**src/rtl/vesp_boot_loader.sv**
```systemverilog
// Boot/program-load engine for vesp1_risc: clears memory, loads a program from a
// valid/ready {address, data} stream, then releases the CPU from reset.
module vesp_boot_loader #(
    parameter int WORD_SIZE    = 16,
    parameter int ADDRESS_SIZE = 12,
    parameter int DEPTH        = 256,
    parameter bit FLUSH_EN     = 1'b1
) (
    input  logic                    clk,
    input  logic                    rst,
    input  logic                    load_valid,
    output logic                    load_ready,
    input  logic [ADDRESS_SIZE-1:0] load_addr,
    input  logic [WORD_SIZE-1:0]    load_data,
    input  logic                    load_last,
    input  logic                    reboot,
    output logic                    mem_we,
    output logic [ADDRESS_SIZE-1:0] mem_addr,
    output logic [WORD_SIZE-1:0]    mem_wdata,
    output logic                    cpu_rst_n,
    output logic                    busy,
    output logic                    err,
    output logic [ADDRESS_SIZE:0]   words_loaded
);

    // state | meaning
    // FLUSH | write zero to addresses 0..DEPTH-1, one per cycle
    // LOAD  | accept stream words, write in-range ones straight through
    // RUN   | CPU released; wait for a reboot request

    typedef enum logic [1:0] {FLUSH, LOAD, RUN} state_t;

    localparam state_t                  START     = FLUSH_EN ? FLUSH : LOAD;
    localparam int                      CW        = ADDRESS_SIZE + 1;
    localparam logic [ADDRESS_SIZE-1:0] LAST_ADDR = ADDRESS_SIZE'(DEPTH - 1);
    localparam logic [CW-1:0]           DEPTH_W   = CW'(DEPTH);

    state_t                  state_q, state_d;
    logic [ADDRESS_SIZE-1:0] cnt_q, cnt_d;
    logic                    err_q, err_d;
    logic [CW-1:0]           wl_q, wl_d;
    logic                    cpu_q;
    logic                    in_range;

    // compare one bit wider so DEPTH == 2**ADDRESS_SIZE never overflows
    assign in_range = {1'b0, load_addr} < DEPTH_W;

    always_comb begin
        state_d    = state_q;
        cnt_d      = cnt_q;
        err_d      = err_q;
        wl_d       = wl_q;
        load_ready = 1'b0;
        mem_we     = 1'b0;
        mem_addr   = '0;
        mem_wdata  = '0;
        case (state_q)
            FLUSH: begin
                mem_we   = 1'b1;
                mem_addr = cnt_q;
                if (cnt_q == LAST_ADDR) begin
                    cnt_d   = '0;
                    state_d = LOAD;
                end else begin
                    cnt_d = cnt_q + 1'b1;
                end
            end
            LOAD: begin
                load_ready = 1'b1;
                if (load_valid) begin
                    if (in_range) begin
                        mem_we    = 1'b1;
                        mem_addr  = load_addr;
                        mem_wdata = load_data;
                        if (wl_q != '1) wl_d = wl_q + 1'b1;
                    end else begin
                        err_d = 1'b1;
                    end
                    if (load_last) state_d = RUN;
                end
            end
            RUN: begin
                if (reboot) begin
                    state_d = START;
                    cnt_d   = '0;
                    err_d   = 1'b0;
                    wl_d    = '0;
                end
            end
            default: state_d = START;
        endcase
    end

    always_ff @(posedge clk or negedge rst) begin
        if (!rst) begin
            state_q <= START;
            cnt_q   <= '0;
            err_q   <= 1'b0;
            wl_q    <= '0;
            cpu_q   <= 1'b0;
        end else begin
            state_q <= state_d;
            cnt_q   <= cnt_d;
            err_q   <= err_d;
            wl_q    <= wl_d;
            cpu_q   <= (state_d == RUN);
        end
    end

    assign cpu_rst_n    = cpu_q;
    assign busy         = (state_q != RUN);
    assign err          = err_q;
    assign words_loaded = wl_q;

endmodule

```
**config.mk**
```make
export PLATFORM = sky130hd
export DESIGN_NAME = vesp_boot_loader
export DESIGN_NICKNAME = d
export VERILOG_FILES = /design/src/rtl/vesp_boot_loader.sv
export SDC_FILE = /design/constraint.sdc
export NUM_CORES = 1
export LEC_CHECK = 0
export BUFFER_PORTS_ARGS = -buffer_cell sky130_fd_sc_hd__buf_2
export CAP_MARGIN = 20
export CORE_MARGIN = 4
export CORE_UTILIZATION = 35
export DETAILED_ROUTE_END_ITERATION = 8
export GPL_TIMING_DRIVEN = 0
export SYNTH_ARGS = -nofsm -noshare
export SYNTH_HDL_FRONTEND = slang
export SYNTH_SLANG_ARGS = --single-unit
export TNS_END_PERCENT = 20
```
**constraint.sdc**
```tcl
create_clock -name clk -period 2.72 [get_ports clk]
set_input_delay 0 -clock clk [delete_from_list [all_inputs] [get_ports clk]]
set_output_delay 0 -clock clk [all_outputs]
set_load 0.03 [all_outputs]
```
==> results of run 1 <==
## synth_stat cells (2+ instances only)
library cell  count  area share (%)
nor3_1            3            0.83
mux2i_1           2             1.1
ha_1              2             1.4
a22o_1            9             4.3
o31ai_1           4             1.7
nor4_1            2            0.69
o21ai_0          12             3.3
dfrtp_1          29              40
nor2_1           18             3.7
clkbuf_1          7             1.4
nand2b_1          3             1.0
buf_2             2            0.55
o22ai_1           2            0.69
a41oi_1           3             1.4
a21oi_1          15             4.1
inv_1             7             1.4
nand2_1          21             4.3
nand4_1           2            0.69
and2_1           19             6.5
or3_1             4             1.4
a211o_1           4             1.9
nand3_1          10             2.8
and3_1            4             1.4
a31oi_1           8             2.8
## stage by stage
step / area, um2 / total power [mW] / worst slack (ns) / hold WS, ns / instances
2_1_floorplan: 1820 / 1.07 / 0.556 / -0.296 / 216
3_3_place_gp: 2290 / 1.26 / 0.345 / 0.0797 / 361
3_5_place_dp: 2290 / 1.26 / 0.352 / 0.0758 / 361
4_1_cts: 2400 / 1.67 / 0.326 / 0.00306 / 370
5_1_grt: 2400 / 1.78 / 0.0351 / 0.0222 / 370
6_report: 2400 / 1.65 / 0.328 / 0.00639 / 370
## worst max-delay path, stage by stage, from the launching register on
cell and delay (ns):
dfrtp_1 0.41, buf_1 0.23, nor2_1 0.64, clkinv_1 0.48, nand2_1 0.17, a41oi_1 0.06, a211o_1 0.29
## routing by layer
layer / up-vias / part of all wire [%]
met5: - / 0
met4: 0 / 1.2
met3: 6 / 7.7
met2: 88 / 45
met1: 873 / 46
li1: 966 / -
## state kept, by name (all words and copies together) (netlist names)
register,flops
words_loaded,13
cnt_q,12
state_q,2
cpu_rst_n,1
err,1
## repair_timing
action	in CTS	in global routing
endpoints found under the hold margin	29	0
hold buffers	1	0
resized for setup	0	0
## how the worst min path moves through the flow
stage                       from               end  slack [ns]  depth (start not counted)
after CTS                 reboot  words_loaded[12]       0.003                          2
after global placement       rst  words_loaded[10]        0.08                          1
after detailed placement     rst  words_loaded[10]        0.08                          1
after floorplan              rst          cnt_q[0]       -0.30                          0
final                     reboot  words_loaded[12]       0.006                          2
after global routing      reboot  words_loaded[12]        0.02                          2
## power by group through the flow
stage                     clock [mW]  combinational [mW]  sequential [mW]
after floorplan                    0               0.448            0.622
after global placement             0               0.598            0.658
after detailed placement           0               0.605            0.655
after CTS                      0.414               0.608            0.650
after global routing           0.435               0.668            0.673
final                          0.397               0.601            0.652
## area by class of cell
cell class,count,area [um2],area share [%]
Timing Repair Buffer,79,400,16.7
Clock inverter,1,5.00,0.208
Tap cell,67,83.8,3.49
Multi-Input combinational cell,168,1020,42.3
Sequential cell,29,726,30.2
Inverter,8,30.0,1.25
Buffer,11,45.0,1.87
Clock buffer,7,96.3,4.01
## kinds of logic after synthesis
| group | count (synthesis) | share of synthesized area [%] |
|---|---|---|
| compound gates | 67 | 25.2 |
| buf+inv | 19 | 4.13 |
| fa+ha+maj | 2 | 1.38 |
| mux | 3 | 1.72 |
| simple gates | 96 | 27.7 |
| flops | 29 | 39.9 |
==> impl_metrics.csv, run 1 <==
group,metric,value,unit
outcome,outcome,"completed",
grt,track_usage,17.7,%
placement,hpwl,3.95,mm
cells_and_area,diodes,0,
grt,busiest_layer,"met2",
cells_and_area,final_common_cell,"buf_2",
pwr,swShare,40.4,%
grt,use_met1,23.3,%
sta,hold_viol_final,0,
route,ant_nets,0,
critical_path,reg2reg_slack,0.33,ns
floorplanning,die-width,80.1,um
synthesis,seq_area_frac_synth,39.9,%
sta,max_freq,418,MHz
placement,place.gp.congestion,0.820,
grt,antenna_found_initial,0,
cts,cts.sinks,29,
cts,tritoncts,"yes",
grt,grt_util_met3,4.26,%
cells_and_area,fillers,499,
sta,period_needed,2.39,ns
sta,slew_viol_final,0,
job,cap_violations,0,
cts,clk_latency,0.28,ns
synthesis,syn_area,1820,um2
critical_path,crit_end,"words_loaded[4]",
cts,clkSlewWorstSetupHoldPaths,0.07,ns
synthesis,synthArstFlopShare,100,%
grt,grt_max_degree,30,
floorplanning,rows,25,
critical_path,worstSetupStartpoint,"state_q[0]",
placement,io_buffers,78,
pwr,seq_power_share,39.5,%
synthesis,synth_seq_cells,29,
cells_and_area,finalNetCount,337,
synthesis,synth_nets,251,
cts,cts_max_level,2,
sta,setup_violations,0,
synthesis,synth_edf_count,0,
synthesis,syn-mean-instance-area,8.42,um2
critical_path,required,2.88,ns
floorplanning,initial_core_util,37.3,%
route,viasPerCell,5.22,
synthesis,syn_inst,216,
cts,postCtsSetupBuffers,0,
critical_path,endpoint_kind,"flop",
cells_and_area,postLayoutCoreUtil,49.3,%
route,vias,1933,
sta,relSlewSlack,49.4,%
pwr,power.combinational.fraction,36.4,%
route,drc,0,
route,first_iter_violations,37,
synthesis,synth-main-ff-cell,"dfrtp_1",
cells_and_area,layout_common_cells,"buf_2 (80), dfrtp_1 (29), nand2_1 (21)",
grt,grt_first_pass_wirelength,8.89,mm
floorplanning,fp.dieH,80.1,um
sta,setup_tns,0,ns
critical_path,startpoint_type,"flop",
min_path,holdCritPathClass,"input port to flop",
sta,rsz0062_at_grt,"no",
sta,tightest_slew,0.756,ns
pwr,power.leakage,1.20,nW
critical_path,rr_worst_depth,6,
cells_and_area,layout-drive-gt1-share,31.4,%
route,wire_per_inst,14.1,um
critical_path,path_class,"flop to flop",
floorplanning,die_area,6410,um2
route,routed_wl,5.22,mm
cells_and_area,synthToLayoutAreaGrowth,32.2,%
grt,grt_overflow,0,
critical_path,r2r-end,"words_loaded[4]",
critical_path,r2r-start,"state_q[0]",
pwr,intPower,0.984,mW
floorplanning,core,4880,um2
critical_path,crit_path_max_fanout,10,
route,first_pass_iters,4,
cts,cts_buffers,5,
synthesis,ys_types,48,
grt,grt_pass1_vias,1925,
pwr,netSwitchingPower,0.666,mW
sta,fin_skew,0.00774,ns
cts,clk_path_buf_depth,2,
sta,fin_crit_sh,88.0,%
cts,clock_tree.root_cell,"clkbuf_8",
pwr,vdd_ir_drop_max,389,uV
synthesis,synth_warnings,0,
grt,use_met2,28.4,%
floorplanning,io_pins,79,
critical_path,arrival,2.56,ns
pwr,power_frac_clock,24.1,%
pwr,powerDensity,687,nW/um2
Power figures use the tool's default switching activity.
==> inputs of run 2 (changes only) <==
--- a/config.mk
+++ b/config.mk
@@ -13,2 +13,3 @@
 export GPL_TIMING_DRIVEN = 0
+export SKIP_CTS_REPAIR_TIMING = 1
 export SYNTH_ARGS = -nofsm -noshare
==> constraint.sdc (replaced) <==
create_clock -name clk -period 2.72 [get_ports clk]
set_input_delay 0.544 -clock clk [delete_from_list [all_inputs] [get_ports clk]]
set_output_delay 0.544 -clock clk [all_outputs]
set_load 0.03 [all_outputs]
==> impl_metrics.csv, run 2 (synthesized netlist as in run 1, its figures left out) <==
group,metric,value,unit
critical_path,endpoint_kind,"output pin",
floorplanning,fp.dieH,80.1,um
pwr,vdd_ir_drop_max,389,uV
floorplanning,io_pins,79,
placement,io_buffers,78,
sta,setup_violations,0,
placement,place.gp.congestion,0.820,
placement,hpwl,3.95,mm
cells_and_area,synthToLayoutAreaGrowth,32.5,%
critical_path,path_class,"input port to output pin",
route,viasPerCell,5.24,
cts,cts_buffers,5,
sta,hold-worst-slack,0.287,ns
outcome,outcome,"completed",
route,wl_met2,2.37,mm
floorplanning,core,4880,um2
route,vias,1933,
placement,dp_cells,361,
cells_and_area,postLayoutCoreUtil,49.4,%
sta,fin_skew,0.00695,ns
route,first_iter_violations,40,
cells_and_area,final_common_cell,"buf_2",
sta,rsz0062_at_grt,"no",
critical_path,startpoint_type,"input port",
critical_path,crit_path_max_fanout,10,
placement,place_ws,-0.153,ns
critical_path,arrival,2.06,ns
sta,hold_viol_final,0,
cells_and_area,diodes,0,
route,routed_wl,5.22,mm
cts,clock_tree.root_cell,"clkbuf_8",
route,wl_met3,383,um
cts,clk_path_buf_depth,2,
sta,period_needed,2.61,ns
sta,setup_ws,0.115,ns
route,wl_met1,2.40,mm
critical_path,required,2.18,ns
sta,max_freq,384,MHz
grt,grt_max_degree,30,
critical_path,critical_path.cell_chain,"buf_2 -> or4_4 -> nor2_4 -> clkbuf_2 -> and2_1 -> buf_2",
floorplanning,die-width,80.1,um
cts,tritoncts,"yes",
job,cap_violations,0,
grt,grt_pass1_vias,1910,
pwr,power.leakage,1.21,nW
route,first_pass_iters,4,
cells_and_area,finalNetCount,336,
route,wire_per_inst,14.1,um
min_path,holdCritPathClass,"input port to asynchronous set/reset pin",
critical_path,rr_worst_depth,6,
sta,tightest_slew,0.687,ns
grt,antenna_found_initial,0,
cells_and_area,layout-drive-gt1-share,32.5,%
sta,fin_crit_sh,95.8,%
sta,slew_viol_final,0,
grt,grt_first_pass_wirelength,8.86,mm
sta,relSlewSlack,53.0,%
route,drc,0,
critical_path,crit_top_cell,"buf_2",
floorplanning,die_area,6410,um2
route,ant_nets,0,
cells_and_area,layout_common_cells,"buf_2 (80), dfrtp_1 (29), nand2_1 (21)",
pwr,powerDensity,685,nW/um2
cells_and_area,largest_reg_flops,13,
grt,grt_overflow,0,
route,topRoutingLayerUsed,"met4",
critical_path,slowest_stage,"or4_4",
cts,cts_max_level,2,
cts,clkSlewWorstSetupHoldPaths,0.07,ns
critical_path,slowest_delay,0.57,ns
cts,clk_latency,0.28,ns
cells_and_area,stdcell_count,369,
cts,cts.sinks,29,
floorplanning,rows,25,
floorplanning,initial_core_util,37.3,%
grt,track_usage,17.6,%
-- run 2: cell types whose count changed in the layout (fill, tap and decap cells not counted), sizes merged --
cell,change
dlygate4sd3,-1
-- run 2: cell type report --
class	instances	area, um2
Inverter	8	30.0
Buffer	11	47.5
Sequential cell	29	726
Fill cell	496	2470
Timing Repair Buffer	78	390
Tap cell	67	83.8
Clock buffer	7	96.3
Multi-Input combinational cell	168	1030
Clock inverter	1	5.00
-- run 2: power breakdown --
part           switching (mW)  leakage [nW]  internal [mW]
sequential              0.130         0.352          0.523
combinational           0.369         0.800          0.232
clock                   0.168        0.0542          0.228
total                   0.667          1.21          0.983
-- run 2: path summary, 6_finish.rpt --
path	end	slack [ns]	from
min in group clk	words_loaded[5]	0.51	words_loaded[5]
worst min register to register	words_loaded[5]	0.51	words_loaded[5]
worst max register to register	words_loaded[7]	0.58	words_loaded[7]
worst max-delay path	mem_wdata[4]	0.11	load_addr[11]
max in group asynchronous	err	1.99	rst
worst min-delay path	words_loaded[7]	0.29	rst
-- run 2: per-layer routing --
layer	vias up	track usage [%]
met2	84	28.1
met1	877	23.4
li1	966	-
met4	0	5.91
met3	6	4.26
met5	-	0
-- run 2: per-stage QoR --
stage | power [mW] | area, um2 | TNS (ns)
5_1_grt | 1.78 | 2410 | 0
3_5_place_dp | 1.26 | 2290 | -2.08
3_3_place_gp | 1.26 | 2290 | -1.74
2_1_floorplan | 1.07 | 1820 | 0
6_report | 1.65 | 2410 | 0
4_1_cts | 1.67 | 2390 | -2.40
-- run 2: critical path: cells and delay by family --
family        cells  cell delay, ns
simple gates      3            0.98
buf+inv           3            0.54
